File: src/rtl/seq_detect_ctrl_pkg.sv
// Shared types and defaults for the sequence-detector run controller.
package seq_ctrl_pkg;

  localparam int DEF_MAX_LEN = 8;
  localparam int DEF_LEN_W   = 4;
  localparam int DEF_CNT_W   = 8;

  typedef enum logic [1:0] {
    IDLE  = 2'd0,
    READY = 2'd1,
    RUN   = 2'd2,
    DONE  = 2'd3
  } state_t;

  // Length 0 behaves as 1; anything beyond the register width behaves as the full width.
  function automatic int unsigned clamp_len(int unsigned len, int unsigned max_len);
    if (len == 0)
      return 1;
    else if (len > max_len)
      return max_len;
    else
      return len;
  endfunction

endpackage

File: src/rtl/seq_detect_ctrl_if.sv
// Host-side bundle: config handshake, run control, serial stream and status.
interface seq_detect_ctrl_if
  import seq_ctrl_pkg::*;
#(
  parameter int MAX_LEN = DEF_MAX_LEN,
  parameter int LEN_W   = DEF_LEN_W,
  parameter int CNT_W   = DEF_CNT_W
) ();

  logic               cfg_valid;
  logic               cfg_ready;
  logic [MAX_LEN-1:0] cfg_pattern;
  logic [LEN_W-1:0]   cfg_len;
  logic [CNT_W-1:0]   cfg_target;
  logic               cfg_overlap;
  logic               start;
  logic               abort;
  logic               x;
  logic               x_valid;
  logic               z;
  logic [CNT_W-1:0]   match_count;
  logic               busy;
  logic               done;

  modport master (
    output cfg_valid, cfg_pattern, cfg_len, cfg_target, cfg_overlap,
           start, abort, x, x_valid,
    input  cfg_ready, z, match_count, busy, done
  );

  modport slave (
    input  cfg_valid, cfg_pattern, cfg_len, cfg_target, cfg_overlap,
           start, abort, x, x_valid,
    output cfg_ready, z, match_count, busy, done
  );

endinterface

File: src/rtl/seq_match_core.sv
// Shift register, fill counter and length-masked pattern compare.
module seq_match_core #(
  parameter int MAX_LEN = 8,
  parameter int LEN_W   = 4
) (
  input  logic               clk,
  input  logic               reset,
  input  logic               step,
  input  logic               clear,
  input  logic               x,
  input  logic [MAX_LEN-1:0] pattern,
  input  logic [LEN_W-1:0]   len,
  input  logic               overlap,
  output logic               hit
);

  logic [MAX_LEN-1:0] sr_q, sr_nxt, mask;
  logic [LEN_W-1:0]   fill_q, fill_inc;

  // Next shift/fill values and compare against the low len bits of the pattern.
  always_comb begin
    sr_nxt   = {sr_q[MAX_LEN-2:0], x};
    fill_inc = (fill_q >= LEN_W'(MAX_LEN)) ? LEN_W'(MAX_LEN) : fill_q + LEN_W'(1);
    mask     = '0;
    for (int unsigned i = 0; i < MAX_LEN; i++)
      mask[i] = (i < 32'(len));
    hit = step && (fill_inc >= len) && (((sr_nxt ^ pattern) & mask) == '0);
  end

  // Core state only moves on qualified bits; a non-overlapping match drops the fill.
  always_ff @(posedge clk or posedge reset) begin
    if (reset) begin
      sr_q   <= '0;
      fill_q <= '0;
    end else if (clear) begin
      sr_q   <= '0;
      fill_q <= '0;
    end else if (step) begin
      sr_q   <= sr_nxt;
      fill_q <= (hit && !overlap) ? '0 : fill_inc;
    end
  end

endmodule

File: src/rtl/seq_detect_ctrl.sv
// Run controller: config latch, IDLE/READY/RUN/DONE sequencing, match counting.
module seq_detect_ctrl
  import seq_ctrl_pkg::*;
#(
  parameter int MAX_LEN = DEF_MAX_LEN,
  parameter int LEN_W   = DEF_LEN_W,
  parameter int CNT_W   = DEF_CNT_W
) (
  input logic              clk,
  input logic              reset,
  seq_detect_ctrl_if.slave bus
);

  state_t             state_q, state_d;
  logic [MAX_LEN-1:0] pat_q;
  logic [LEN_W-1:0]   len_q;
  logic [CNT_W-1:0]   tgt_q;
  logic               ovl_q;
  logic [CNT_W-1:0]   cnt_q, cnt_inc;
  logic               z_q;
  logic               cfg_ready, busy, done;
  logic               cfg_acc, go, step, hit, final_hit;

  assign cfg_acc   = bus.cfg_valid && cfg_ready && !bus.abort;
  assign go        = bus.start && (state_q == READY || state_q == DONE) && !bus.abort;
  assign step      = (state_q == RUN) && bus.x_valid;
  assign cnt_inc   = (cnt_q == '1) ? cnt_q : cnt_q + CNT_W'(1);
  assign final_hit = hit && (tgt_q != '0) && (cnt_inc == tgt_q);

  seq_match_core #(
    .MAX_LEN (MAX_LEN),
    .LEN_W   (LEN_W)
  ) u_core (
    .clk     (clk),
    .reset   (reset),
    .step    (step),
    .clear   (go),
    .x       (bus.x),
    .pattern (pat_q),
    .len     (len_q),
    .overlap (ovl_q),
    .hit     (hit)
  );

  // State register.
  always_ff @(posedge clk or posedge reset) begin
    if (reset) state_q <= IDLE;
    else       state_q <= state_d;
  end

  // Next-state logic; abort overrides every other transition.
  always_comb begin
    state_d = state_q;
    case (state_q)
      IDLE:    if (cfg_acc) state_d = READY;
      READY:   if (bus.start) state_d = RUN;
      RUN:     if (final_hit) state_d = DONE;
      DONE:    if (bus.start) state_d = RUN;
               else if (cfg_acc) state_d = READY;
      default: state_d = IDLE;
    endcase
    if (bus.abort) state_d = IDLE;
  end

  // State-decoded status outputs.
  always_comb begin
    cfg_ready = (state_q != RUN);
    busy      = (state_q == RUN);
    done      = (state_q == DONE);
  end

  // Config registers; retained across abort, overwritten only by a handshake.
  always_ff @(posedge clk or posedge reset) begin
    if (reset) begin
      pat_q <= '0;
      len_q <= LEN_W'(1);
      tgt_q <= '0;
      ovl_q <= 1'b0;
    end else if (cfg_acc) begin
      pat_q <= bus.cfg_pattern;
      len_q <= LEN_W'(clamp_len(32'(bus.cfg_len), unsigned'(MAX_LEN)));
      tgt_q <= bus.cfg_target;
      ovl_q <= bus.cfg_overlap;
    end
  end

  // Match pulse and saturating counter; abort suppresses a same-cycle match.
  always_ff @(posedge clk or posedge reset) begin
    if (reset) begin
      z_q   <= 1'b0;
      cnt_q <= '0;
    end else begin
      z_q <= hit && !bus.abort;
      if (bus.abort || go)
        cnt_q <= '0;
      else if (hit)
        cnt_q <= cnt_inc;
    end
  end

  assign bus.cfg_ready   = cfg_ready;
  assign bus.busy        = busy;
  assign bus.done        = done;
  assign bus.z           = z_q;
  assign bus.match_count = cnt_q;

endmodule

File: src/flat_wrapper.sv
// flat-port wrapper written by rule: the top's interface ports become plain ports
module seq_detect_ctrl_flat import seq_ctrl_pkg::*;
#(
  parameter int MAX_LEN = DEF_MAX_LEN,
  parameter int LEN_W   = DEF_LEN_W,
  parameter int CNT_W   = DEF_CNT_W
)
  (clk, reset, bus_cfg_valid, bus_cfg_pattern, bus_cfg_len, bus_cfg_target, bus_cfg_overlap, bus_start, bus_abort, bus_x, bus_x_valid, bus_cfg_ready, bus_z, bus_match_count, bus_busy, bus_done);
  seq_detect_ctrl_if #(.MAX_LEN(MAX_LEN), .LEN_W(LEN_W), .CNT_W(CNT_W)) bus_i ();
  input logic clk;
  input logic reset;
  input wire logic [$bits(bus_i.cfg_valid)-1:0] bus_cfg_valid;
  input wire logic [$bits(bus_i.cfg_pattern)-1:0] bus_cfg_pattern;
  input wire logic [$bits(bus_i.cfg_len)-1:0] bus_cfg_len;
  input wire logic [$bits(bus_i.cfg_target)-1:0] bus_cfg_target;
  input wire logic [$bits(bus_i.cfg_overlap)-1:0] bus_cfg_overlap;
  input wire logic [$bits(bus_i.start)-1:0] bus_start;
  input wire logic [$bits(bus_i.abort)-1:0] bus_abort;
  input wire logic [$bits(bus_i.x)-1:0] bus_x;
  input wire logic [$bits(bus_i.x_valid)-1:0] bus_x_valid;
  output wire logic [$bits(bus_i.cfg_ready)-1:0] bus_cfg_ready;
  output wire logic [$bits(bus_i.z)-1:0] bus_z;
  output wire logic [$bits(bus_i.match_count)-1:0] bus_match_count;
  output wire logic [$bits(bus_i.busy)-1:0] bus_busy;
  output wire logic [$bits(bus_i.done)-1:0] bus_done;
  assign bus_i.cfg_valid = bus_cfg_valid;
  assign bus_i.cfg_pattern = bus_cfg_pattern;
  assign bus_i.cfg_len = bus_cfg_len;
  assign bus_i.cfg_target = bus_cfg_target;
  assign bus_i.cfg_overlap = bus_cfg_overlap;
  assign bus_i.start = bus_start;
  assign bus_i.abort = bus_abort;
  assign bus_i.x = bus_x;
  assign bus_i.x_valid = bus_x_valid;
  assign bus_cfg_ready = bus_i.cfg_ready;
  assign bus_z = bus_i.z;
  assign bus_match_count = bus_i.match_count;
  assign bus_busy = bus_i.busy;
  assign bus_done = bus_i.done;
  seq_detect_ctrl #(.MAX_LEN(MAX_LEN), .LEN_W(LEN_W), .CNT_W(CNT_W)) u_core (.clk(clk), .reset(reset), .bus(bus_i));
endmodule
File: config.mk
export PLATFORM = sky130hd
export DESIGN_NAME = seq_detect_ctrl_flat
export DESIGN_NICKNAME = d
export VERILOG_FILES = /design/src/rtl/seq_detect_ctrl_pkg.sv /design/src/rtl/seq_detect_ctrl_if.sv /design/src/rtl/seq_match_core.sv /design/src/rtl/seq_detect_ctrl.sv /design/src/flat_wrapper.sv
export SDC_FILE = /design/constraint.sdc
export NUM_CORES = 1
export LEC_CHECK = 0
export ABC_AREA = 1
export CAP_MARGIN = 30
export CORE_UTILIZATION = 41
export CTS_BUF_LIST = sky130_fd_sc_hd__clkbuf_8 sky130_fd_sc_hd__clkbuf_16
export DETAILED_ROUTE_END_ITERATION = 16
export DONT_BUFFER_PORTS = 1
export GPL_TIMING_DRIVEN = 0
export PLACE_DENSITY = 0.57
export SLEW_MARGIN = 20
export SYNTH_ARGS = -nofsm -noshare
export SYNTH_HDL_FRONTEND = slang
export SYNTH_HIERARCHICAL = 1
export SYNTH_SLANG_ARGS = --single-unit
File: constraint.sdc
create_clock -name clk -period 6.6 [get_ports clk]
set_input_delay 0 -clock clk [delete_from_list [all_inputs] [get_ports clk]]
set_output_delay 0 -clock clk [all_outputs]
set_load 0.005 [all_outputs]
==> results of run 1 <==
final timing paths:
kind	slack, ns	endpoint	depth (start not counted)
max reg2reg	4.04	u_core/bus.match_count[0]	11
max	4.04	u_core/bus.match_count[0]	11
min reg2reg	0.50	u_core/ovl_q	2
min	0.03	u_core/state_q[1]	2
min in group asynchronous	0.19	u_core/u_core/sr_q[5]	2
max in group asynchronous	5.85	u_core/bus.match_count[1]	2
power by group through the flow:
stage / Sequential (uW) / Combinational (uW) / Clock [uW]
CTS: 370 / 253 / 222
global route: 378 / 298 / 233
finish: 370 / 252 / 215
detailed placement: 375 / 239 / 0
global placement: 373 / 236 / 0
floorplan: 361 / 196 / 0
cell type report:
cell class,instances,share of cell area (%)
multi-input cells,262,41.66
flip-flops and latches,43,35.20
repair buffers,25,8.177
inverters,58,7.114
well taps,75,3.066
clock buffers,5,2.249
clock inverters,3,1.554
plain buffers,5,0.9812
logic make-up (layout without fill, tap and decap cells):
kind of cell	count (synthesis)	count (layout)	synth area share [%]
DFF	43	43	41.43
buffers and inverters	63	96	9.528
AOI/OAI and AO/OA	35	35	7.652
adders and majority gates	7	7	3.368
xor gates and xnor gates	2	2	0.6738
and+or+nand+nor	218	218	37.34
cells in the final DEF, fill, tap and decap left out:
master / Yosys / routed
nor2_8: 2 / 2
nand3b_1: 1 / 1
inv_1: 57 / 56
clkbuf_1: 3 / 3
or2_1: 1 / 1
buf_4: 1 / 1
nand3_1: 34 / 34
xnor2_1: 2 / 2
a21oi_4: 1 / 1
clkinv_4: 0 / 1
o21ai_0: 20 / 20
nand2_4: 3 / 3
nor2_2: 3 / 3
inv_2: 1 / 2
dlygate4sd3_1: 0 / 25
clkbuf_8: 0 / 5
nor3_1: 3 / 3
nand4_1: 3 / 3
inv_6: 0 / 1
nand2_2: 4 / 4
o22ai_1: 7 / 7
nand2_1: 137 / 137
bufinv_16: 0 / 1
a2111oi_0: 1 / 1
a21oi_1: 6 / 6
dfrtp_1: 42 / 42
buf_6: 1 / 1
and3_2: 1 / 1
nor4_1: 3 / 3
nand4_2: 1 / 1
nor2_1: 22 / 22
ha_1: 7 / 7
dfstp_2: 1 / 1
through the flow:
| stage | instance area [sq um] | power, uW | instances |
|---|---|---|---|
| 3_3_place_gp | 2694 | 608.4 | 443 |
| 4_1_cts | 3060 | 845.4 | 476 |
| 5_1_grt | 3060 | 909.1 | 476 |
| 6_report | 3060 | 836.9 | 476 |
| 2_1_floorplan | 2600 | 557.7 | 368 |
| 3_5_place_dp | 2694 | 614.1 | 443 |
routing by layer:
metal | vias to the layer above | share of wire [%] | global-route usage [%]
met3 | 4 | 4.2 | 3.111
met4 | 0 | 0.79 | 5.965
met1 | 1102 | 53 | 29.88
met2 | 56 | 42 | 30.50
li1 | 1222 | - | -
met5 | - | 0 | 0
worst max-delay path: stages (launching register included):
cell and delay, ns:
dfrtp_1 0.38, inv_1 0.07, nor2_1 0.22, inv_1 0.14, nor2_1 0.38, nand2_1 0.12, nor2_2 0.16, and3_2 0.19
inv_1 0.05, nor2_1 0.34, nand2_1 0.23, o22ai_1 0.18
flip-flops by register name, indices dropped and copies added (netlist names):
register                flops
u_core/tgt_q                8
u_core/pat_q                8
u_core/u_core/fill_q        4
u_core/len_q                4
u_core/state_q              2
u_core/bus.z                1
u_core/u_core/sr_q          7
u_core/bus.match_count      8
u_core/ovl_q                1
==> metrics.txt, run 1 <==
top-count cell post-synth=nand2_1; first-pass GRT wire length=10,240 microns; total I/O pin count=40; pre-CTS setup slack=4.053 ns; Data required, critical path=6.82 ns; area of the core=0.006026 sq mm; status=complete, no violations; Critical R2R Launch=u_core/state_q[1]; power density over cell area=273.4 mW/mm^2; combinational share of power=30.1%; number of setup violations in the final report=0; residual overflow from global routing=0; largest net degree at the start of global routing=33; area overhead of the layout relative to synthesis=17.71%; cell count after synthesis=368; number of antenna violations at the first check in global routing=0; minimum setup slack in the final design=4.044 ns; hold buffer count at CTS=25; Iteration-0 DRC Markers=145; root buffer selected by CTS=clkbuf_8; Layout Skew=0.004000 ns; count of filler cells inserted in the layout=613; sequential share of the synthesized area=41.43%; switching share of power=36.00%; Crit Path Category=reg2reg; Max FO, Critical Path=6; fraction of post-synthesis cell area in the top cell type by area=40.42%; area enclosed by the die boundary=0.006664 sq mm; top cells by area in the synthesized netlist=dfrtp_1 (40%), nand2_1 (20%), inv_1 (8.2%); Total Routed Length=6082 microns; last weighted congestion value of the routability-driven placer=0.8118; maximum capacitance violations=0; Worst Min Path Start=bus_start; Final Hold Fails=0; launching instance or port of the critical path=u_core/state_q[1]; post-layout net count=435; internal power summed over all cells=535.6 uW; final critical-path required period=2.556 ns; Yosys top cell by area=dfrtp_1; Worst Hold Slack=0.03106 ns; number of gates given a new drive strength after cts=0; clk sink count=43; Slew @ Worst Pin=0.7030 ns; Avg Vias per Cell=5.008; RSZ-0062 raised after global routing=false; multi-input logic area=0.001275 sq mm; number of different library cells in the post-synthesis netlist=28; share of the core filled with cells in the final layout=50.79%; share of final-layout standard cells stronger than drive strength 1=6.983%; maximum resistive drop on vdd=0.1749 mV; First-pass DRT Iterations=4; dominant register cell in the synthesized netlist=dfrtp_1; clock slew at reported path FFs=0.09 ns; number of I/O port buffers=0; number of vias after detailed routing=2,384; Total Negative Setup Slacks=0 ns; Sequential Power Share=44.3%; share of the clock period used by the worst path=38.73%; drt wl/cell=12.78 microns; Max-Slew Margin vs Limit=53.07%; Synth Warn #=6; floorplan die width=81.64 microns; number of nets in the synthesized netlist=403; max-slew violation count=0; CTS tree=done; number of levels the H-tree was split into=2; FFs w/ async S/R, synth=100.0%; total routing resource utilization after global routing=20.29%; synthesis-stage register bit count=43; clock latency of the later-clocked register in the worst-skew pair=0.30 ns; post-route ant nets=0; clock buffers created by TritonCTS=5; number of buffers between clock root and the deepest sink=2; critical path endpoint category=register; DRC violation count after routing=0; sort of element at the start of the critical path=register; number of setup buffers added after CTS=0; cell area after synthesis=0.002600 sq mm; Die Y=81.64 microns; P_sw=301.3 uW; Register Area=0.001077 sq mm; detailed placer's ending HPWL=4441 microns; most numerous cell types in the synthesized netlist=nand2_1 (137), inv_1 (57), dfrtp_1 (42); vias in the first global route=2,233; Clk network pwr share=25.7%; Worst Path Arrival=2.77 ns; number of enable-type register cells in the synthesized netlist=0; Initial Util=43.15%; highest achievable clock rate=391.2 MHz; # rows=28; classification of the worst-slack hold path=in2reg; Leak Pwr=0.001604 uW; count of antenna diodes in the layout=0; syn_area_per_cell=7.065 sq um
Note: power is estimated with default switching activity, not from simulation.
==> run 2: changes to the inputs <==
--- a/config.mk
+++ b/config.mk
@@ -12,7 +12,7 @@
 export DETAILED_ROUTE_END_ITERATION = 16
 export DONT_BUFFER_PORTS = 1
 export GPL_TIMING_DRIVEN = 0
-export PLACE_DENSITY = 0.57
+export PLACE_DENSITY = 0.59
 export SLEW_MARGIN = 20
 export SYNTH_ARGS = -nofsm -noshare
 export SYNTH_HDL_FRONTEND = slang
==> constraint.sdc (replaced) <==
create_clock -name clk -period 2.1 [get_ports clk]
set_input_delay 0 -clock clk [delete_from_list [all_inputs] [get_ports clk]]
set_output_delay 0 -clock clk [all_outputs]
set_load 0.005 [all_outputs]
==> run 2 against run 1 <==
The run now ends with negative setup slack left; worst hold slack improved by 0.0038 ns; utilization increased by 3.7 points; routed wire length increased by 3.8%; critical path type unchanged; largest cell class unchanged.
==> metrics.txt, run 2 (synthesized netlist as in run 1, its figures left out) <==
clk sink count=43 (unchanged); classification of the worst-slack hold path=in2reg; count of antenna diodes in the layout=0 (unchanged); floorplan die width=81.64 microns (unchanged); Critical R2R Launch=u_core/u_core/fill_q[1]; Layout Skew=0.003464 ns (-0.0005354 ns); max-slew violation count=0 (unchanged); post-layout net count=447 (+2.8%); detailed placer's ending HPWL=4428 microns (-0.31%); vias in the first global route=2,275 (+1.9%); destination of the worst hold path=u_core/state_q[0]; Total Negative Setup Slacks=-0.1274 ns (-0.1274 ns); RSZ-0062 raised after global routing=true; power density over cell area=890.3 mW/mm^2 (+230%); number of vias after detailed routing=2,425 (+1.7%); Worst Min Path Start=bus_abort; last weighted congestion value of the routability-driven placer=0.7730 (-4.8%); Register Area=0.001077 sq mm (unchanged); sort of element at the start of the critical path=register; clock latency of the later-clocked register in the worst-skew pair=0.30 ns (about the same); DRC violation count after routing=0 (unchanged); area enclosed by the die boundary=0.006664 sq mm (unchanged); Worst Hold Slack=0.03489 ns (+0.003824 ns); maximum capacitance violations=0 (unchanged); violated checks=negative setup slack; drt wl/cell=12.94 microns (+1.3%); Data required, critical path=2.32 ns (-4.50 ns); Total Routed Length=6316 microns (+3.8%); root buffer selected by CTS=clkbuf_8; Final Hold Fails=0 (unchanged); Initial Util=43.15% (unchanged); Max-Slew Margin vs Limit=54.54% (+1.5 points); clock buffers created by TritonCTS=5 (unchanged); number of antenna violations at the first check in global routing=0 (unchanged); number of I/O port buffers=0 (unchanged); share of the clock period used by the worst path=101.7% (+63 points); area overhead of the layout relative to synthesis=26.37%; R2R cell count=14 (+3); number of buffers between clock root and the deepest sink=2 (unchanged); clock slew at reported path FFs=0.09 ns (about the same); Leak Pwr=0.001686 uW (+5.1%); most frequent cells in the layout=nand2_1 (135), inv_1 (52), dfrtp_1 (42), nand3_1 (31), dlygate4sd3_1 (28); share of the core filled with cells in the final layout=54.53% (+3.7 points); Die Y=81.64 microns (unchanged); status=finished with violations; largest net degree at the start of global routing=33 (unchanged); number of levels the H-tree was split into=2 (unchanged); post-route ant nets=0 (unchanged); First-pass DRT Iterations=5 (+1); total I/O pin count=40 (unchanged); Iteration-0 DRC Markers=145 (unchanged); minimum setup slack in the final design=-0.03634 ns (-4.080 ns); endpoint of the lowest-slack register-to-register path=u_core/bus.match_count[6]; share of final-layout standard cells stronger than drive strength 1=14.29% (+7.3 points); number of cells on the worst hold path=5 (+3); first-pass GRT wire length=10,470 microns (+2.2%); # rows=28 (unchanged); highest achievable clock rate=468.1 MHz (+20%); Avg Vias per Cell=4.969 (-0.78%); flop2flop setup slack=-0.04 ns (-4.08 ns); area of all placed cells without fillers=0.003286 sq mm (+7.4%); number of setup violations in the final report=5 (+5); area of the core=0.006026 sq mm (unchanged); total routing resource utilization after global routing=20.93% (+0.64 points); Max FO, Critical Path=6 (unchanged); Slew @ Worst Pin=0.6809 ns (-0.02205 ns); placed cell area=0.002696 sq mm (about the same); residual overflow from global routing=0 (unchanged); critical path endpoint category=register; count of filler cells inserted in the layout=610 (-0.49%); multi-input logic area=0.001376 sq mm (+7.9%); commonest non-fill, non-tap cell in the layout=nand2_1; final critical-path required period=2.136 ns (-0.4200 ns); pre-CTS setup slack=-0.3573 ns (-4.410 ns); Crit Path Category=reg2reg; Worst Path Arrival=2.36 ns (-0.41 ns); CTS tree=done; maximum resistive drop on vdd=0.4464 mV (+160%)
==> run 2: cell count changes in the layout (fill, tap and decap cells not counted), moves of 3 or more <==
cell / previous run / this run
o21ai_0: 20 / 17
dlygate4sd3_1: 25 / 28
buf_4: 1 / 9
nand3_1: 34 / 31
nor2_2: 3 / 7
o22ai_2: 0 / 4
inv_2: 2 / 5
o22ai_1: 7 / 3
inv_1: 56 / 52
nor2_1: 22 / 17
==> run 2: worst max-delay path: stages (launching register included) <==
cell and delay, ns:
dfrtp_1 0.43, inv_2 0.08, ha_4 0.19, inv_2 0.06
nor2_2 0.03, ha_1 0.26, nand2_1 0.05, nand2_1 0.07
nand2_2 0.06, a21oi_4 0.12, and3_4 0.20, inv_4 0.04
nor2_4 0.20, nand2_4 0.12, o22ai_2 0.13
==> run 2: layout make-up <==
class | instances | area share [%]
repair buffers | 37 | 10.70
clock buffers | 5 | 2.094
clock inverters | 3 | 2.056
multi-input cells | 262 | 41.89
well taps | 75 | 2.856
inverters | 58 | 6.702
plain buffers | 5 | 0.9139
flip-flops and latches | 43 | 32.79
==> run 2: stage by stage <==
step,std cells,total power (uW)
final,488,2925
after global routing,488,3166
after CTS,483,2843
after detailed placement,443,1928
after global placement,443,1911
after floorplan,368,1753
==> run 2: how the worst max path moves through the flow <==
stage	startpoint	end	slack [ns]
floorplan	u_core/u_core/fill_q[0]	u_core/bus.match_count[0]	0.06
global placement	u_core/u_core/fill_q[0]	u_core/bus.match_count[0]	-0.31
detailed placement	u_core/u_core/fill_q[0]	u_core/bus.match_count[6]	-0.36
CTS	u_core/u_core/fill_q[1]	u_core/bus.match_count[6]	-0.10
global route	u_core/u_core/fill_q[0]	u_core/bus.match_count[1]	-0.18
finish	u_core/u_core/fill_q[1]	u_core/bus.match_count[6]	-0.04
==> run 2: routing by layer <==
metal  global-route usage, %  up-vias  routed length [microns]
li1                        -     1249                        -
met1                   29.19     1110                     3201
met2                   32.92       60                     2781
met3                   4.444        6                      279
met4                   5.263        0                       53
met5                       0        -                        0
==> run 2: timing repair <==
item	4_1_cts	5_1_grt
setup buffers	5	4
hold buffers	27	1
gates resized for setup	17	13
endpoints found under the hold margin	75	8
pin swaps	8	11
endpoints found under the setup margin	10	14
gates cloned	0	0
==> run 2: power breakdown <==
| group | switching [uW] | internal [uW] | total, uW |
|---|---|---|---|
| Clock | 309 | 475 | 784 |
| Combinational | 537 | 435 | 973 |
| Sequential | 161 | 1010 | 1170 |
| Total | 1010 | 1920 | 2930 |
==> run 3: changes to the inputs <==
--- a/config.mk
+++ b/config.mk
@@ -7,12 +7,14 @@
 export LEC_CHECK = 0
 export ABC_AREA = 1
 export CAP_MARGIN = 30
+export CELL_PAD_IN_SITES_DETAIL_PLACEMENT = 0
+export CELL_PAD_IN_SITES_GLOBAL_PLACEMENT = 1
 export CORE_UTILIZATION = 41
 export CTS_BUF_LIST = sky130_fd_sc_hd__clkbuf_8 sky130_fd_sc_hd__clkbuf_16
 export DETAILED_ROUTE_END_ITERATION = 16
 export DONT_BUFFER_PORTS = 1
 export GPL_TIMING_DRIVEN = 0
-export PLACE_DENSITY = 0.59
+export PLACE_DENSITY = 0.77
 export SLEW_MARGIN = 20
 export SYNTH_ARGS = -nofsm -noshare
 export SYNTH_HDL_FRONTEND = slang
==> run 3 against run 2 <==
The flow finishes with violations (negative hold slack, negative setup slack); final area shrank 0.38%; total power decreased by 0.84%; global-route usage about the same; die area did not move; register-to-register slack worse by 0.02 ns; highest routed layer unchanged.
==> metrics.txt, run 3 (synthesized netlist as in run 1, its figures left out) <==
switching share of power=34.95% (+0.51 points); CTS tree=done; number of I/O port buffers=0 (unchanged); number of cells on the worst hold path=3 (-2); CP top delay family=simple AND/OR/NAND/NOR gates; Worst Path Arrival=2.38 ns (+0.02 ns); max-slew violation count=0 (unchanged); P_sw=1014 uW (+0.62%); highest achievable clock rate=462.7 MHz (-1.2%); last weighted congestion value of the routability-driven placer=0.7995 (+3.4%); critical path endpoint category=register; power density over cell area=886.2 mW/mm^2 (-0.47%); final critical-path required period=2.161 ns (+0.02499 ns); Worst Hold Slack=-0.001856 ns (-0.03674 ns); Total Negative Setup Slacks=-0.3281 ns (-0.2007 ns); sort of element at the start of the critical path=register; area enclosed by the die boundary=0.006664 sq mm (unchanged); Layout Skew=0.006818 ns (+0.003354 ns); floorplan die width=81.64 microns (unchanged); number of setup violations in the final report=8 (+3); maximum capacitance violations=0 (unchanged); clock latency of the later-clocked register in the worst-skew pair=0.30 ns (about the same); detailed placer's ending HPWL=4396 microns (-0.72%); share of the clock period used by the worst path=102.9% (+1.2 points); Leak Pwr=0.001663 uW (-1.3%); root buffer selected by CTS=clkbuf_8; Max-Slew Margin vs Limit=51.05% (-3.5 points); violated checks=negative hold slack, negative setup slack; minimum setup slack in the final design=-0.06133 ns (-0.02499 ns); Final Hold Fails=1 (+1); maximum cell stage delay along the critical path=0.40 ns (-0.03 ns); chain of cells forming the critical path=buf_6 > ha_4 > nand2_1 > nand2_1 > nor2_1 > ha_1 > nand2_1 > inv_1 > nand2_2 > a21oi_4 > and3_4 > inv_4 > buf_4 > nand3_4 > o22ai_1; count of filler cells inserted in the layout=587 (-3.8%); Max FO, Critical Path=8 (+2); First-pass DRT Iterations=4 (-1); area overhead of the layout relative to synthesis=25.89%; Avg Vias per Cell=4.942 (-0.55%); RSZ-0062 raised after global routing=true; combinational share of power=32.5% (-0.7 points); number of antenna violations at the first check in global routing=0 (unchanged); residual overflow from global routing=0 (unchanged); Data required, critical path=2.32 ns (about the same); # rows=28 (unchanged); R2R cell count=15 (+1); Iteration-0 DRC Markers=165 (+14%); most frequent cells in the layout=nand2_1 (134), inv_1 (53), dfrtp_1 (41), nand3_1 (32), dlygate4sd3_1 (28); post-layout net count=442 (-1.1%); pre-CTS setup slack=-0.2803 ns (+0.07702 ns); clock slew at reported path FFs=0.09 ns (about the same); post-route ant nets=0 (unchanged); Initial Util=43.15% (unchanged); clk sink count=43 (unchanged); drt wl/cell=12.90 microns (-0.29%); number of vias after detailed routing=2,387 (-1.6%); cell depth of the worst setup path=15 (+1); Sequential Power Share=40.6% (+0.6 points); first-pass GRT wire length=10,430 microns (-0.33%); most used cell along the critical path=nand2_1; maximum resistive drop on vdd=0.4421 mV (-0.97%); status=finished with violations; area of the core=0.006026 sq mm (unchanged); vias in the first global route=2,272 (-0.13%); cell type of the slowest stage on the worst timing path=dfrtp_1; internal power summed over all cells=1887 uW (-1.6%); total routing resource utilization after global routing=20.88% (-0.047 points); share of final-layout standard cells stronger than drive strength 1=12.75% (-1.5 points); clock buffers created by TritonCTS=5 (unchanged); count of antenna diodes in the layout=0 (unchanged); Slew @ Worst Pin=0.7332 ns (+0.05224 ns); Total Routed Length=6233 microns (-1.3%); Crit Path Category=reg2reg; Die Y=81.64 microns (unchanged); classification of the worst-slack hold path=in2reg; commonest non-fill, non-tap cell in the layout=nand2_1; Crit path buffers/inverters=4 (+1); DRC violation count after routing=0 (unchanged); number of levels the H-tree was split into=2 (unchanged); total I/O pin count=40 (unchanged); largest net degree at the start of global routing=33 (unchanged); number of buffers between clock root and the deepest sink=2 (unchanged); Clk network pwr share=26.9% (about the same)
run 3: cell count changes in the layout (fill, tap and decap cells not counted), moves of 2 or more:
cell / delta
nor2_2: -2
buf_4: -6
ha_4: +2
inv_2: -2
run 3: power groups by stage:
stage | combinational, uW | clock, uW | sequential (uW)
4_1_cts | 863 | 811 | 1160
6_report | 942 | 780 | 1180
3_3_place_gp | 738 | 0 | 1170
5_1_grt | 1090 | 842 | 1200
3_5_place_dp | 751 | 0 | 1180
2_1_floorplan | 617 | 0 | 1140
run 3: what timing repair did:
item | in CTS | in global routing
hold buffers | 27 | 1
pin swaps | 17 | 14
setup endpoints to repair | 9 | 14
endpoints found under the hold margin | 75 | 9
resized for setup | 14 | 20
setup buffers | 4 | 1
run 3: worst paths after layout:
check	start	to	slack (ns)
hold reg to reg	u_core/ovl_q	u_core/ovl_q	0.48
setup / recovery	u_core/u_core/fill_q[1]	u_core/bus.match_count[1]	-0.06
hold / removal	bus_x_valid	u_core/u_core/sr_q[2]	-0.002
min in group asynchronous	reset	u_core/u_core/fill_q[1]	0.18
setup reg to reg	u_core/u_core/fill_q[1]	u_core/bus.match_count[1]	-0.06
max in group asynchronous	reset	u_core/bus.match_count[3]	1.33
run 3: stage by stage:
stage	total power, uW	util (%)	hold slack, ns	instance area, sq um	std cells
after floorplan	1753	-	-0.1476	2603	368
after global placement	1913	44.75	-0.07980	2696	443
after global routing	3138	54.32	0.04290	3273	483
final	2901	54.32	-0.001856	3273	483
after CTS	2835	52.64	-0.2289	3172	482
after detailed placement	1928	44.75	-0.06905	2696	443
run 3: layout make-up:
cell class | count | area, sq um | share of cell area, %
Multi-Input combinational cell | 262 | 1394 | 42.58
Tap cell | 75 | 93.84 | 2.867
Buffer | 5 | 30.03 | 0.9174
Clock inverter | 3 | 67.56 | 2.064
Sequential cell | 43 | 1079 | 32.95
Clock buffer | 5 | 68.82 | 2.102
Timing Repair Buffer | 32 | 317.8 | 9.709
Inverter | 58 | 222.7 | 6.804
run 3: worst reg2reg max path, delay by kind of cell (launching register included):
family / cells / cell delay [ns]
buffers and inverters: 4 / 0.34
AND/OR/NAND/NOR: 7 / 0.67
flip-flops: 1 / 0.40
AO/OA/AOI/OAI: 2 / 0.25
adder cells (fa/ha/maj): 2 / 0.40
run 3: per-layer routing:
layer | vias to the layer above | global-route usage [%] | wire length, microns
li1 | 1237 | - | -
met1 | 1099 | 29.12 | 3170
met2 | 49 | 33.33 | 2783
met3 | 2 | 3.000 | 247
met4 | 0 | 6.491 | 33
met5 | - | 0 | 0
